<file path="config.mk">
export PLATFORM = sky130hd
export DESIGN_NAME = cacheline_arbiter
export DESIGN_NICKNAME = d
export VERILOG_FILES = /design/src/rtl/lc3b_types.sv /design/src/rtl/arb_priority_picker.sv /design/src/rtl/cacheline_arbiter.sv
export SDC_FILE = /design/constraint.sdc
export NUM_CORES = 1
export LEC_CHECK = 0
export ABC_AREA = 1
export CORE_AREA = 2 2 325 327
export CTS_CLUSTER_SIZE = 14
export DETAILED_ROUTE_END_ITERATION = 10
export DIE_AREA = 0 0 327 329
export GPL_ROUTABILITY_DRIVEN = 0
export GPL_TIMING_DRIVEN = 0
export PLACE_DENSITY = 0.34
export SYNTH_ARGS = -nofsm -noshare
export SYNTH_HDL_FRONTEND = slang
export SYNTH_SLANG_ARGS = --single-unit
</file>
<file path="constraint.sdc">
create_clock -name clk -period 3.8 [get_ports clk]
set_input_delay 1.14 -clock clk [delete_from_list [all_inputs] [get_ports clk]]
set_output_delay 1.14 -clock clk [all_outputs]
set_load 0.02 [all_outputs]
</file>
<file path="src/rtl/lc3b_types.sv">
// Shared LC-3b datapath types used by the cache hierarchy.
package lc3b_types;
    typedef logic [15:0]  lc3b_word;
    typedef logic [127:0] lc3b_cacheline;
endpackage

</file>
<file path="src/rtl/arb_priority_picker.sv">
// Combinational winner selection: fixed priority (RR_MODE=0) or round-robin
// starting just after the last completed grant (RR_MODE=1).
module arb_priority_picker #(
    parameter int NUM_CH  = 2,
    parameter int RR_MODE = 0
) (
    input  logic [NUM_CH-1:0]         req,
    input  logic [$clog2(NUM_CH)-1:0] last,
    output logic [$clog2(NUM_CH)-1:0] idx
);
    localparam int IDX_W = $clog2(NUM_CH);

    int               base;
    logic [IDX_W-1:0] cand;

    // Scan from the farthest candidate down so the nearest requester is
    // the final assignment and therefore wins.
    always_comb begin
        base = (RR_MODE != 0) ? int'(last) + 1 : 0;
        cand = '0;
        idx  = '0;
        for (int off = NUM_CH - 1; off >= 0; off--) begin
            cand = IDX_W'((base + off) % NUM_CH);
            if (req[cand]) idx = cand;
        end
    end
endmodule

</file>
<file path="src/rtl/cacheline_arbiter.sv">
// Arbitrates NUM_CH cacheline requesters onto one downstream port; one
// transaction at a time, with a one-cycle gap after each completion.
module cacheline_arbiter
    import lc3b_types::*;
#(
    parameter int NUM_CH  = 2,
    parameter int RR_MODE = 0
) (
    input  logic                         clk,
    input  logic                         rst_n,
    input  logic [NUM_CH-1:0]            m_read,
    input  logic [NUM_CH-1:0]            m_write,
    input  lc3b_word      [NUM_CH-1:0]   m_address,
    input  lc3b_cacheline [NUM_CH-1:0]   m_wdata,
    output logic [NUM_CH-1:0]            m_resp,
    output lc3b_cacheline [NUM_CH-1:0]   m_rdata,
    output logic                         s_read,
    output logic                         s_write,
    output lc3b_word                     s_address,
    output lc3b_cacheline                s_wdata,
    input  logic                         s_resp,
    input  lc3b_cacheline                s_rdata
);
    localparam int IDX_W = $clog2(NUM_CH);

    typedef enum logic [1:0] {IDLE, BUSY, GAP} state_t;

    state_t           state, state_d;
    logic [IDX_W-1:0] grant, grant_d;
    logic [IDX_W-1:0] last, last_d;
    logic [IDX_W-1:0] pick_idx;
    logic [NUM_CH-1:0] req;

    assign req     = m_read | m_write;
    assign m_rdata = {NUM_CH{s_rdata}};

    arb_priority_picker #(
        .NUM_CH  (NUM_CH),
        .RR_MODE (RR_MODE)
    ) u_picker (
        .req  (req),
        .last (last),
        .idx  (pick_idx)
    );

    // NOTE: sequential state uses non-blocking assignments so every flop
    // samples pre-edge values regardless of statement order.
    always_ff @(posedge clk or negedge rst_n) begin
        if (!rst_n) begin
            state <= IDLE;
            grant <= '0;
            last  <= IDX_W'(NUM_CH - 1);
        end else begin
            state <= state_d;
            grant <= grant_d;
            last  <= last_d;
        end
    end

    // NOTE: every output of this block is given a default first, so no path
    // through the case leaves a signal unassigned and no latch is inferred.
    always_comb begin
        state_d   = state;
        grant_d   = grant;
        last_d    = last;
        m_resp    = '0;
        s_read    = 1'b0;
        s_write   = 1'b0;
        s_address = '0;
        s_wdata   = '0;
        unique case (state)
            IDLE: begin
                if (|req) begin
                    grant_d = pick_idx;
                    state_d = BUSY;
                end
            end
            BUSY: begin
                // A simultaneous read and write is served as a write.
                s_write   = m_write[grant];
                s_read    = m_read[grant] & ~m_write[grant];
                s_address = m_address[grant];
                s_wdata   = m_wdata[grant];
                if (s_resp) begin
                    m_resp[grant] = 1'b1;
                    last_d        = grant;
                    state_d       = GAP;
                end
            end
            GAP:     state_d = IDLE;
            default: state_d = IDLE;
        endcase
    end
endmodule

</file>
## After elaboration in Yosys (flattened, before gate mapping)

Cells that the tools add are included.

- Equal/unequal tests: 3
- Magnitude comparators: 2
- Bitwise operators: 3
- Reductions and logical operators: 5
- Mux-type cells: 21

Operator list:

| kind | count |
|---|---|
| $mux W128 | 3 |
| $mux W16 | 3 |
| $mux W1 | 9 |
| $mux W2 | 4 |
| $ne A2 B2 Y1 const B | 2 |
| $pmux W2 S2 | 1 |
| $reduce_and A2 Y1 | 2 |
| $eq A2 B1 Y1 const B | 1 |
| $logic_not A2 Y1 | 1 |
| $lt A1 B2 Y1 const B | 1 |
| $or A2 B2 Y2 | 1 |
| $reduce_or A2 Y1 | 1 |
| $and A1 B1 Y1 | 1 |
| $demux W1 S1 | 1 |
| $ge A1 B1 Y1 const B | 1 |
| $logic_and A1 B1 Y1 | 1 |
| $not A1 Y1 | 1 |

- Flip-flop bits (word level): 3
- Input port bits: 423
- Output and inout port bits: 404

## Longest topological paths before layout

Gate-level depths: netlist of the first run.

- Depth in word-level cells: 6
- Gate-level depth with buffers: 6
- Depth with buffers taken out: 4

## By module

A second synthesis of the first run with hierarchy kept.

- Cell total of the unflattened synthesis: 772
- Area, all modules: 4,449.3 µm²

Modules (own cells, without submodules):

| module | sequential area each (µm²) | times used | area each (µm²) | cells each |
|---|---|---|---|---|
| cacheline_arbiter | 101.3 | 1 | 4,439.3 | 770 |
| arb_priority_picker | 0.0 | 1 | 10.0 | 2 |

## Least setup slack after synthesis of the first run

Ideal clock, no wire load.

- Path type: input port to output port
- Start point: in s_resp
- End point: out m_resp[0]
- Arrival time: 1.684 ns
- Path slack: 0.976 ns
- Path buffers: 0
- Required time: 2.660 ns
- Stages on the path: 2
- Cells stage by stage: inv_1 > nor3_1

- Word-level cells in the longest chain between the ends: 2

Ends and longest elaborated chain:

| element | RTL line | source |
|---|---|---|
| start: declaration | cacheline_arbiter.sv:21 | `input logic s_resp,` |
| $mux W2 | cacheline_arbiter.sv:84 | `if (s_resp) begin` |
| $mux W2 | cacheline_arbiter.sv:71 | `unique case (state)` |
| end: declaration | cacheline_arbiter.sv:15 | `output logic [NUM_CH-1:0] m_resp,` |

Every way passes these cells.

## Final worst setup path of the first run

- Start point: in m_write[1]
- End point: out s_write

- Word-level cells in the longest chain between the ends: 3

Ends and longest elaborated chain:

| element | RTL line | source |
|---|---|---|
| start: declaration | cacheline_arbiter.sv:12 | `input logic [NUM_CH-1:0] m_write,` |
| $mux W1 (implied by the code) (2 in series) | cacheline_arbiter.sv:80 | `s_write = m_write[grant];` |
| $mux W1 | cacheline_arbiter.sv:71 |  |
| end: declaration | cacheline_arbiter.sv:18 | `output logic s_write,` |

Every way passes these cells. The select of a mux whose other input is x is not followed.

==> flow_summary.yaml, run 1 <==
power_and_ir_drop:
  pwr-share-comb_pct: 96.7
  p_total_mw: 6.829
  power.share.sequential_pct: 0.9
  max-vdd-ir-drop_v: 0.0002372
  clockPowerShare_pct: 2.4
  swShare_pct: 62.23
  p_switching_mw: 4.250
  p_per_area_nw_per_um2: 505.1
  internal_power_mw: 2.580
  p_leak_nw: 5.439
route:
  wl_per_cell_um: 19.71
  drt-total-wl_um: 56460
  drtIter0Drc: 222
  ant_nets: 0
  vias: 7341
  first_pass_iters: 4
  avgViaCountPerCell: 2.562
  drc: 0
synthesis:
  syn_inst: 768
  syn_area_per_cell_um2: 6.181
  netlist_area_um2: 4747
  async_flop_share_pct: 100.0
  synthXorXnorAreaFrac_pct: 0
  syn_nets: 1191
  synthAdderAreaFrac_pct: 0
  synth-edff-count: 0
  ys_ff_latch: 3
  synth-compound-area-share_pct: 25.09
  synth_top_area_cell: "buf_4"
  synthTopCellsByArea: "buf_4 42%, nand2_1 23%, a21oi_2 22%, buf_6 4.0%, a21oi_1 2.7%"
  seq_area_frac_synth_pct: 1.581
  synthMuxAreaShare_pct: 0
  synth_top_area_share_pct: 41.91
  synth-simple-area-share_pct: 24.38
  ys.flop_type: "dfrtp_1"
  synth_top_family_by_area: "buffers and inverters"
  synth_warnings: 0
  synth_cell_type_count: 15
critical_path:
  r2r_start: "state[0]"
  critPathKind: "input port to primary output"
  critPathMaxStageDelay_ns: 0.76
  path_depth: 4
  cp.arrival_ns: 2.66
  crit_family: "buffers and inverters"
  cp_num_buf_inv: 2
  reg2reg_to: "state[1]"
  r2r_setup_slack_ns: 2.74
  critPathMostFrequentCell: "clkdlybuf4s50_1"
  worstRegToRegCells: 5
  worst_setup_path_end_kind: "primary output"
  critPathSlowestCell: "clkdlybuf4s50_1"
  crit_chain: "clkdlybuf4s50_1, nand2_1, a21oi_1, clkdlybuf4s50_1"
  cp_max_fo: 2
  cp-start-kind: "input port"
  worstPathRequired_ns: 2.66
hold_path:
  min_to: "grant"
  min_path_cells: 3
  hold_path.class: "flip-flop to flip-flop"
  worstHoldStart: "state[0]"
final_layout:
  drive_above_1_share_pct: 29.39
  multi_input_area_um2: 2356
  final_util_pct: 12.96
  nFillCells: 12090
  syn2layout_area_growth_pct: 184.8
  ff_latch_area_um2: 75.07
  layout.nets: 1894
timing:
  finalSetupViolCount: 0
  finClkSkew_ns: 0.003664
  finalCriticalPeriod_ns: 3.798
  rsz0062_at_grt: "no"
  period_share_pct: 99.96
  worst_pin_slew_ns: 0.8667
  slew_viol_final: 0
  hold_viol: 0
  relSlewSlack_pct: 42.45
  fmax_mhz: 263.3
floorplanning:
  initial_core_util_pct: 4.548
  coreArea_um2: 104400
  fp.dieH_um: 329
  io_pins: 827
  dieArea_um2: 107600
  rows: 119
  die_w_um: 327
global_routing:
  grt_start_max_net_pins: 11
  gr-total-overflow: 0
  grt_usage_pct: 9.671
  grt_pass1_vias: 7853
  grt_pass1_wl_um: 71080
  antenna_found_initial: 8
clock_tree:
  clkLatencyLatePin_ns: 0.22
  clockBufferDepth: 2
  ctsRootBufferMaster: "clkbuf_16"
  numClockSinks: 3
  numCtsBuffers: 3
  path_clk_slew_ns: 0.03
  cts_tree: "yes"
  h-tree-depth: 1
placed_design:
  dp_hpwl_um: 52270
  portBuffers: 698
outcome:
  status: "completed"
flow_run:
  max_cap_viol_count: 0
-- metrics by stage --
step	area, µm²	setup TNS (ns)	cells	hold slack [ns]	setup slack (ns)
floorplan	4747	0	768	0.5547	0.9764
global placement	13470	-3.957	2857	0.6027	-0.2634
detailed placement	13470	-3.802	2857	0.5986	-0.2589
CTS	13490	0	2861	0.6111	0.0007330
global route	13510	0	2861	0.6536	0.003203
finish	13520	0	2865	0.6127	0.001601
-- synth_stat cells, types with 2 or more instances --
master   number
nand3_1       2
o21ai_0       2
nor2_1        5
buf_2        23
buf_4       265
dfrtp_1       3
a21oi_2     120
nand2_1     295
inv_2         2
buf_6        17
a21oi_1      26
nor3_1        2
inv_1         4
-- cells by family (layout without fill, tap and decap cells) --
kind of cell / after synthesis / count (layout)
buf+inv: 312 / 1014
simple gates: 305 / 305
compound gates: 148 / 148
flops: 3 / 3
other cells: 0 / 4
-- tightest hold or removal path: cells and delay by family, from the launching register on --
| kind | cells | cell delay [ns] |
|---|---|---|
| AOI/OAI and AO/OA | 1 | 0.06 |
| DFF | 1 | 0.36 |
| and+or+nand+nor | 2 | 0.15 |
-- worst max path at each step --
| stage | startpoint | slack, ns | end |
|---|---|---|---|
| 6_report | m_write[1] | 0.002 | s_write |
| 3_3_place_gp | m_wdata[212] | -0.26 | s_wdata[84] |
| 2_1_floorplan | s_resp | 0.98 | m_resp[0] |
| 4_1_cts | m_wdata[222] | 0.0007 | s_wdata[94] |
| 3_5_place_dp | m_wdata[212] | -0.26 | s_wdata[84] |
| 5_1_grt | m_wdata[205] | 0.003 | s_wdata[77] |
-- layout make-up --
| cell class | instances | area share (%) |
|---|---|---|
| Timing Repair Buffer | 698 | 51.29 |
| Multi-Input combinational cell | 453 | 17.42 |
| Buffer | 305 | 17.00 |
| Tap cell | 1391 | 12.87 |
| Clock buffer | 4 | 0.5830 |
| Sequential cell | 3 | 0.5552 |
| Inverter | 7 | 0.2036 |
| Antenna cell | 4 | 0.07403 |
-- metal layers --
layer  vias to the layer above  wire length (µm)  part of all wire (%)  global-route usage, %
met2                       442             27660                    49                  17.24
met4                         2               242                  0.43                 0.4388
met5                         -                 7                 0.012                      0
met1                      3329             24910                    44                  12.66
met3                         8              3632                   6.4                  1.746
li1                       3560                 -                     -                      -
-- flip-flops by register name, summed over array words and instances (netlist names) --
name	count
state	2
grant	1
-- what timing repair did --
action | 4_1_cts | 5_1_grt
hold buffers | 0 | 0
gates cloned | 0 | 0
setup buffers | 0 | 0
setup endpoints to repair | 56 | 7
hold endpoints to repair | 0 | 0
gates resized for setup | 57 | 7
-- power by group through the flow --
stage	clock, mW	combinational [mW]	sequential (mW)
after floorplan	0	3.25	0.0554
after global placement	0	7.11	0.0573
after detailed placement	0	7.09	0.0583
after CTS	0.167	6.94	0.0583
after global routing	0.172	7.09	0.0594
final	0.166	6.61	0.0582
-- placed cells by master, fill, tap and decap left out --
cell type	netlist	final
dfrtp_1	3	3
a21oi_2	120	119
nand2_1	295	295
dlygate4sd2_1	0	55
nor3_1	2	2
a21oi_4	0	1
inv_1	4	4
buf_6	17	17
clkbuf_16	0	3
nor2_1	5	5
dlymetal6s2s_1	0	7
clkinv_2	1	1
nor2_4	1	1
buf_4	265	266
clkbuf_1	0	1
o21ai_0	2	2
nand3_1	2	2
diode_2	0	4
a21oi_1	26	26
buf_2	23	22
clkdlybuf4s50_1	0	636
inv_2	2	2
(Power assumes the default switching activity.)
==> inputs of run 2 (changes only) <==
- ABC_AREA: 1 -> 0
- CTS_CLUSTER_SIZE: 14 -> 12
- PLACE_DENSITY: 0.34 -> 0.33
==> flow_summary.yaml, run 2 <==
outcome:
  status: "completed"
flow_run:
  max_cap_viol_count: 0
synthesis:
  syn_inst: 598
  synth_most_common_cell: "buf_4"
  synth_warnings: 0
  ys.flop_type: "dfrtp_1"
  synthTopCellsByArea: "buf_4 45%, mux2i_1 33%, nor2_1 13%, buf_8 3.4%, buf_2 2.1%"
  ys_ff_latch: 3
  synth_top_area_cell: "buf_4"
  synth_top_area_share_pct: 44.64
  netlist_area_um2: 4355
  syn_area_per_cell_um2: 7.283
  async_flop_share_pct: 100.0
  seq_area_frac_synth_pct: 1.724
  syn_nets: 1021
  synth-edff-count: 0
  synth_cell_type_count: 16
  yosys-top-cells-count: "259 x buf_4, 150 x nor2_1, 145 x mux2i_1"
final_layout:
  drive_above_1_share_pct: 25.69
  final_common_cell: "clkdlybuf4s50_1"
  ff_latch_area_um2: 75.07
  layout.nets: 1724
  reg.largest.list: "state x2, grant x1"
  top_register: "state"
  antennaDiodeCount: 0
  multi_input_area_um2: 2342
  design_area_um2: 13430
  nFillCells: 12000
  layoutNonFillerInstCount: 2691
  layout_common_cells: "654 x clkdlybuf4s50_1, 260 x buf_4, 148 x nor2_1"
  largest_register_ffs: 2
  syn2layout_area_growth_pct: 208.3
clock_tree:
  path_clk_slew_ns: 0.03
  hold_buffers: 0
  clkLatencyLatePin_ns: 0.22
  clockBufferDepth: 2
  numCtsBuffers: 3
  h-tree-depth: 1
  numClockSinks: 3
  cts_tree: "yes"
  ctsRootBufferMaster: "clkbuf_16"
critical_path:
  critPathKind: "input port to primary output"
  r2r_setup_slack_ns: 2.61
  critPathSlowestCell: "clkdlybuf4s50_1"
  cp.arrival_ns: 2.64
  r2r_start: "grant"
  crit_start: "m_wdata[99]"
  worstPathRequired_ns: 2.66
  critPathMaxStageDelay_ns: 0.75
  cp_max_fo: 1
  crit_chain: "clkdlybuf4s50_1, mux2i_1, nor2_1, clkdlybuf4s50_1"
  worst_setup_path_end_kind: "primary output"
  reg2reg_to: "grant"
  endpoint: "s_wdata[99]"
  cp-start-kind: "input port"
  critPathMostFrequentCell: "clkdlybuf4s50_1"
  worstRegToRegCells: 4
power_and_ir_drop:
  p_per_area_nw_per_um2: 355.8
  p_leak_nw: 5.492
  max-vdd-ir-drop_v: 0.0001300
placed_design:
  place_inst: 2687
  placedInstanceArea_um2: 13080
  portBuffers: 698
  dp_hpwl_um: 57130
route:
  drt-total-wl_um: 61150
  drc: 0
  ant_nets: 0
  met1Wirelength_um: 27820
  routed-wl-met3_um: 4660
  dr.max_layer_used: "met5"
  avgViaCountPerCell: 2.445
  route.met2.wl_um: 28460
  wl_per_cell_um: 22.72
  first_pass_iters: 5
  vias: 6579
  drtIter0Drc: 136
timing:
  rsz0062_at_grt: "no"
  relSlewSlack_pct: 53.26
  period_share_pct: 99.36
  fmax_mhz: 264.9
  finalSetupViolCount: 0
  finClkSkew_ns: 0.001368
  fin_worst_hold_slack_ns: 0.5421
  hold_viol: 0
  slew_viol_final: 0
  finalCriticalPeriod_ns: 3.776
  worst_pin_slew_ns: 0.7011
global_routing:
  grt_start_max_net_pins: 11
  grt_pass1_wl_um: 74950
  gr-total-overflow: 0
  antenna_found_initial: 6
  grt_usage_pct: 10.61
  grt_pass1_vias: 7120
floorplanning:
  die_w_um: 327
  dieArea_um2: 107600
  initial_core_util_pct: 4.173
  fp.dieH_um: 329
  io_pins: 827
  coreArea_um2: 104400
  rows: 119
hold_path:
  hold_path.class: "flip-flop to flip-flop"
[run 2: final cells by class]
type | instances | area share, %
Sequential cell | 3 | 0.5591
Timing Repair Buffer | 698 | 51.97
Buffer | 289 | 16.40
Inverter | 3 | 0.08386
Tap cell | 1391 | 12.96
Multi-Input combinational cell | 303 | 17.44
Clock buffer | 4 | 0.5870
[run 2: where the power goes]
group | internal, mW | switching [mW] | total (mW)
registers | 0.0408 | 0.00578 | 0.0466
logic | 2.01 | 2.55 | 4.56
clock network | 0.139 | 0.0298 | 0.168
[run 2: cell families (layout without fill, tap and decap cells)]
kind of cell           Yosys count  in the layout  synth area share [%]
buffers and inverters          292            994                 50.76
muxes                          145            145                 33.32
DFF                              3              3                 1.724
and+or+nand+nor                154            154                 13.44
AOI/OAI and AO/OA                4              4                0.7471
[run 2: how the worst min path moves through the flow]
stage               end      from  cells after the start
6_report       state[0]  state[1]                      2
5_1_grt        state[0]  state[1]                      2
4_1_cts        state[0]  state[1]                      2
3_5_place_dp   state[0]  state[1]                      2
3_3_place_gp   state[0]  state[1]                      2
2_1_floorplan  state[0]  state[1]                      2
[run 2: repair_timing]
| item | in CTS | in global routing |
|---|---|---|
| buffers inserted | 0 | 0 |
| resized for setup | 85 | 17 |
| endpoints found under the setup margin | 69 | 17 |
[run 2: worst max-delay path: cells and delay by family]
| kind | cells | cell delay (ns) |
|---|---|---|
| buffers and inverters | 2 | 1.23 |
| multiplexers | 1 | 0.11 |
| AND/OR/NAND/NOR | 1 | 0.16 |
[run 2: routing by layer]
metal  up-vias  global-route usage, %
met2       437                  17.78
met3        19                  2.638
met4         6                 0.2892
met5         -                      0
li1       3064                      -
met1      3053                  14.42
[run 2: stage by stage]
step | power [mW] | setup TNS, ns | worst slack [ns] | util, %
after detailed placement | 4.645 | -5.976 | -0.2648 | 12.53
after global placement | 4.636 | -5.586 | -0.2764 | 12.53
final | 4.777 | 0 | 0.02431 | 12.87
after global routing | 5.069 | 0 | 0.0004807 | 12.87
after CTS | 4.960 | -0.05916 | -0.04934 | 12.82
after floorplan | 2.172 | 0 | 0.9973 | -
